--- config.mk ---
export PLATFORM = sky130hd
export DESIGN_NAME = uart_rx_deser
export DESIGN_NICKNAME = d
export VERILOG_FILES = /design/src/rtl/uart_rx_deser_pkg.sv /design/src/rtl/uart_rx_deser_sync_2ff.sv /design/src/rtl/uart_rx_deser.sv
export SDC_FILE = /design/constraint.sdc
export NUM_CORES = 1
export LEC_CHECK = 0
export CORE_MARGIN = 8
export CORE_UTILIZATION = 30
export CTS_CLUSTER_SIZE = 12
export DETAILED_ROUTE_END_ITERATION = 16
export GPL_ROUTABILITY_DRIVEN = 0
export REMOVE_ABC_BUFFERS = 1
export SLEW_MARGIN = 10
export SYNTH_ARGS = -nofsm -noshare
export SYNTH_HDL_FRONTEND = slang
export SYNTH_SLANG_ARGS = --single-unit
--- constraint.sdc ---
create_clock -name clk -period 2.5 [get_ports clk]
set_input_delay 0.625 -clock clk [delete_from_list [all_inputs] [get_ports clk]]
set_output_delay 0.625 -clock clk [all_outputs]
set_load 0.02 [all_outputs]
--- src/rtl/uart_rx_deser_pkg.sv ---
// uart_rx_deser_pkg
//   Shared UART receive definitions: receiver FSM state enumeration,
//   default clock/line-rate constants and a counter-width helper.
package uart_rx_deser_pkg;

    localparam int unsigned DEF_CLK_FREQ = 50_000_000;
    localparam int unsigned DEF_BAUD     = 115_200;

    typedef enum logic [2:0] {
        IDLE,
        START,
        DATA,
        STOP,
        WAIT_HIGH
    } rx_state_e;

    // Bits needed to hold values 0..n-1 (at least one bit).
    function automatic int unsigned cnt_width(input int unsigned n);
        return (n > 1) ? $clog2(n) : 1;
    endfunction

endpackage

--- src/rtl/uart_rx_deser_sync_2ff.sv ---
// sync_2ff
//   Two-flop synchronizer for a single asynchronous input bit.
//   Ports:
//     clk   - destination clock
//     rst_n - asynchronous active-low reset; both flops load RESET_VAL
//     d     - asynchronous input
//     q     - synchronized output
module sync_2ff #(
    parameter logic RESET_VAL = 1'b1
) (
    input  logic clk,
    input  logic rst_n,
    input  logic d,
    output logic q
);

    logic meta;

    always_ff @(posedge clk or negedge rst_n) begin
        if (!rst_n) begin
            meta <= RESET_VAL;
            q    <= RESET_VAL;
        end else begin
            meta <= d;
            q    <= meta;
        end
    end

endmodule

--- src/rtl/uart_rx_deser.sv ---
// uart_rx_deser
//   8N1 UART receiver with a one-entry valid/ready output buffer.
//   The line is synchronized, a falling edge starts a frame, the start bit
//   is confirmed at mid-bit, eight data bits are sampled LSB first at
//   BIT_CYC intervals and the stop bit is checked. A low stop bit raises a
//   frame error and the receiver then waits for the line to return high.
//   Ports:
//     clk         - system clock, rising edge
//     rst_n       - asynchronous active-low reset
//     uart_rx_pin - asynchronous serial input, idles high
//     data_o      - received byte, valid while valid_o is high
//     valid_o     - output buffer holds a byte
//     ready_i     - consumer accepts data_o when valid_o and ready_i are high
//     frame_err_o - one-cycle pulse: stop bit sampled low
//     overrun_o   - one-cycle pulse: completed byte dropped, buffer full
//     busy_o      - receiver is not idle
module uart_rx_deser
    import uart_rx_deser_pkg::*;
#(
    parameter int unsigned CLK_FREQ = DEF_CLK_FREQ,
    parameter int unsigned BAUD     = DEF_BAUD
) (
    input  logic       clk,
    input  logic       rst_n,
    input  logic       uart_rx_pin,
    output logic [7:0] data_o,
    output logic       valid_o,
    input  logic       ready_i,
    output logic       frame_err_o,
    output logic       overrun_o,
    output logic       busy_o
);

    localparam int unsigned BIT_CYC  = CLK_FREQ / BAUD;
    localparam int unsigned HALF_CYC = BIT_CYC / 2;
    localparam int unsigned CW       = cnt_width(BIT_CYC);

    localparam logic [CW-1:0] BIT_LAST  = CW'(BIT_CYC - 1);
    localparam logic [CW-1:0] HALF_LAST = CW'((HALF_CYC > 0) ? HALF_CYC - 1 : 0);

    rx_state_e     state, state_next;
    logic [CW-1:0] cnt, cnt_next;
    logic [2:0]    bit_idx, bit_next;
    logic [7:0]    shreg, shreg_next;
    logic          rx_s;
    logic          rx_prev;
    logic          byte_done;
    logic          stop_bad;

    sync_2ff #(
        .RESET_VAL(1'b1)
    ) u_sync (
        .clk  (clk),
        .rst_n(rst_n),
        .d    (uart_rx_pin),
        .q    (rx_s)
    );

    // Previous synchronized level, used to find the 1->0 start edge.
    always_ff @(posedge clk or negedge rst_n) begin
        if (!rst_n) begin
            rx_prev <= 1'b1;
        end else begin
            rx_prev <= rx_s;
        end
    end

    always_ff @(posedge clk or negedge rst_n) begin
        if (!rst_n) begin
            state   <= IDLE;
            cnt     <= '0;
            bit_idx <= '0;
            shreg   <= '0;
        end else begin
            state   <= state_next;
            cnt     <= cnt_next;
            bit_idx <= bit_next;
            shreg   <= shreg_next;
        end
    end

    always_comb begin
        state_next = state;
        cnt_next   = cnt + 1'b1;
        bit_next   = bit_idx;
        shreg_next = shreg;
        byte_done  = 1'b0;
        stop_bad   = 1'b0;

        case (state)
            IDLE: begin
                cnt_next = '0;
                if (rx_prev && !rx_s) begin
                    state_next = START;
                    bit_next   = '0;
                end
            end

            START: begin
                if (cnt == HALF_LAST) begin
                    cnt_next   = '0;
                    state_next = rx_s ? IDLE : DATA;
                end
            end

            DATA: begin
                if (cnt == BIT_LAST) begin
                    cnt_next   = '0;
                    shreg_next = {rx_s, shreg[7:1]};
                    bit_next   = bit_idx + 3'd1;
                    if (bit_idx == 3'd7) begin
                        state_next = STOP;
                    end
                end
            end

            STOP: begin
                if (cnt == BIT_LAST) begin
                    cnt_next = '0;
                    if (rx_s) begin
                        byte_done  = 1'b1;
                        state_next = IDLE;
                    end else begin
                        stop_bad   = 1'b1;
                        state_next = WAIT_HIGH;
                    end
                end
            end

            WAIT_HIGH: begin
                cnt_next = '0;
                if (rx_s) begin
                    state_next = IDLE;
                end
            end

            default: begin
                cnt_next   = '0;
                state_next = IDLE;
            end
        endcase
    end

    // Output buffer: a completed byte loads if the buffer is empty or is
    // being emptied on this same edge; otherwise it is dropped as overrun.
    always_ff @(posedge clk or negedge rst_n) begin
        if (!rst_n) begin
            data_o      <= '0;
            valid_o     <= 1'b0;
            frame_err_o <= 1'b0;
            overrun_o   <= 1'b0;
        end else begin
            frame_err_o <= stop_bad;
            overrun_o   <= byte_done && valid_o && !ready_i;
            if (byte_done && (!valid_o || ready_i)) begin
                data_o  <= shreg;
                valid_o <= 1'b1;
            end else if (valid_o && ready_i) begin
                valid_o <= 1'b0;
            end
        end
    end

    assign busy_o = (state != IDLE);

endmodule

==> metrics.md <==
| Metric | Value |
|---|---|
| CP cell instances | `or3_1, clkdlybuf4s50_1` |
| Worst EP arrival | `1740 ps` |
| H-tree levels | `2` |
| PwrDens | `784 nW/um^2` |
| Via Count | `1,001` |
| Reg clk slew, reported paths | `70 ps` |
| Buf/Inv on CP | `1` |
| Area growth, synth to finish | `22.3%` |
| Nature of the critical path startpoint | `register` |
| Die Footprint | `8140 um^2` |
| Sink Count | `37` |
| Synthesis-stage register bit count | `37` |
| Most numerous cell in the Yosys netlist | `dfrtp_1` |
| Setup violations, final | `0` |
| Post-synth top cells | `dfrtp_1, nor2_1, mux2_2` |
| CP Max Fanout | `11` |
| Worst Setup Path Type | `reg -> out` |
| RSZ-0062 raised after global routing | `no` |
| Peak VDD IR | `0.513 mV` |
| Fin Setup TNS | `0 ps` |
| Hold_sp | `u_sync.meta` |
| Worst R2R Start | `cnt[1]` |
| Fillers | `538` |
| DRT antenna net count | `0` |
| Min-Delay Path Class | `reg -> reg` |
| Core area | `5410 um^2` |
| Gr usage total | `7.51%` |
| Avg Synthesized Cell Area | `12.9 um^2` |
| Max-cap violations | `0` |
| Hold Vio Cnt, Final | `0` |
| Port bufs | `15` |
| Max incr delay on CP | `550 ps` |
| First-pass GRT wire length | `4.98 mm` |
| Root Driver | `clkbuf_8` |
| Diodes inserted | `0` |
| Initial DRT Pass Iterations | `4` |
| Leak | `0.937 nW` |
| Number of global-route vias before repair | `1,041` |
| Final hold slack | `356 ps` |
| CP max-delay cell | `clkdlybuf4s50_1` |
| Top FF cell, synth | `dfrtp_1` |
| Initial antenna violation count | `0` |
| HPWL Detailed | `2.07 mm` |
| # IOs | `16` |
| Synth async-reset ratio | `100%` |
| Clock Skew | `5.77 ps` |
| Ranking of synthesized cells by area | `dfrtp_1, mux2_4, mux2_2` |
| Post-synthesis cell area | `1650 um^2` |
| Num CTS Buffers | `5` |
| Total wire length | `2.82 mm` |
| Post_cts resized | `0` |
| Critical Path Start | `state[1]` |
| Rows | `27` |
| Sequential Area | `930 um^2` |
| Outcome | `finished, final reports clean` |
| Largest net degree at the start of global routing | `38` |
| Clock period minus worst slack | `2360 ps` |
| Largest area contributor in the netlist | `dfrtp_1` |
| Netlist cell types | `35` |
| Die Width | `90.2 um` |
| CTS tree | `built` |
| Fin. max-slew vios | `0` |
| Post-CTS Setup Bufs | `0` |
| Post-synthesis sequential area ratio | `56.2%` |
| Routed vias/inst | `4.53` |
| Fin crit share | `94.5%` |
| Die H | `90.2 um` |
| Initial Util | `30.6%` |
| Hold-fix buffers at CTS | `0` |
| Cell family with most CP delay | `buffers and inverters` |
| GRT overflow | `0` |
| Clk_lat worst skew | `280 ps` |
| Clock buffer depth | `2` |
| Crit end category | `output port` |
| Number of synthesized flops with an enable pin | `0` |
| Util after Layout | `37.4%` |
| # nets final | `157` |
| Area of the multi-input gates | `681 um^2` |
| Fmax | `423 MHz` |
| Pin slew with the least headroom to its limit | `461 ps` |
| Synth Instances | `128` |
| Worst path required time | `1880 ps` |
| Drt drc | `0` |
| Drt wl/cell | `12.8 um` |
| Worst slew margin | `69.3%` |
| 1st-iter DRT viols | `39` |
| YS warnings | `0` |
| Fraction of layout cells with a size suffix above 1 | `23.5%` |
| Synth top area share | `51.5%` |
==> through the flow <==
stage	std cells	cell area (um^2)	setup slack (ps)	total power [W]
2_1_floorplan	123	1630	523	0.000918
3_3_place_gp	213	1890	255	0.000984
3_5_place_dp	213	1890	223	0.000995
4_1_cts	221	2020	130	0.00160
5_1_grt	221	2020	53.4	0.00168
6_report	221	2020	137	0.00159
==> worst paths after layout <==
path                        endpoint  slack [ps]  cells after the start
max                           busy_o         140                      2
min                         u_sync.q         360                      0
max reg2reg                data_o[4]         360                      6
min reg2reg                 u_sync.q         360                      0
max in group asynchronous   u_sync.q        1380                      2
min in group asynchronous  data_o[1]         770                      2
==> cell type report <==
type / instances / area share (%)
clock buffers: 5 / 3.40
clock inverters: 3 / 3.22
repair buffers: 18 / 8.54
well taps: 72 / 4.46
inverters: 4 / 0.743
flip-flops and latches: 37 / 46.0
multi-input cells: 82 / 33.7
==> metal layers <==
layer / global-route usage [%] / wire length (um) / part of all wire (%) / vias to the layer above
met5: 0 / 0 / 0 / -
met4: 3.33 / 40 / 1.4 / 0
met3: 3.24 / 168 / 6.0 / 5
met2: 11.3 / 1300 / 46 / 21
met1: 9.09 / 1310 / 46 / 487
li1: - / - / - / 488
==> cell families (layout without fill, tap and decap cells) <==
kind of cell / after synthesis / after routing / share of synthesized area, %
and+or+nand+nor: 37 / 37 / 14.1
muxes: 17 / 17 / 13.4
DFF: 37 / 37 / 56.2
xor gates and xnor gates: 7 / 7 / 3.71
AOI/OAI and AO/OA: 16 / 16 / 6.21
buffers and inverters: 9 / 30 / 2.57
adders and majority gates: 5 / 5 / 3.79
==> sequential cells by signal, indices dropped and copies added, names as in the netlist <==
name and count:
valid_o 1, cnt 9, rx_prev 1, data_o 8, u_sync.meta 1, shreg 8, u_sync.q 1, overrun_o 1
state 3, frame_err_o 1, bit_idx 3
==> layout by cell type (no fill, tap or decap), types with 2 or more instances in the layout <==
cell type | Yosys | routed
bufinv_16 | 0 | 2
buf_4 | 0 | 3
nand4b_1 | 2 | 2
a22o_1 | 2 | 2
ha_1 | 5 | 5
clkbuf_8 | 0 | 5
clkdlybuf4s50_1 | 0 | 15
xor2_1 | 2 | 2
mux2_2 | 9 | 9
mux2_4 | 8 | 8
nand2_1 | 2 | 2
or3_1 | 2 | 2
nand4_1 | 2 | 2
inv_1 | 4 | 4
dfrtp_1 | 34 | 34
a21oi_1 | 5 | 5
nor3_1 | 2 | 2
o21ai_0 | 4 | 4
xnor2_1 | 5 | 5
o21a_1 | 2 | 2
nor2_1 | 11 | 11
dfstp_2 | 3 | 3
nor2b_1 | 2 | 2
nand3_1 | 4 | 4
a211o_1 | 2 | 2
==> report_power, final <==
| part | switching (W) | internal, W | leakage [nW] |
|---|---|---|---|
| combinational | 0.000116 | 0.000110 | 0.380 |
| sequential | 0.0000921 | 0.000667 | 0.489 |
| clock | 0.000205 | 0.000396 | 0.0681 |
| total | 0.000413 | 0.00117 | 0.937 |
(Power assumes the default switching activity.)
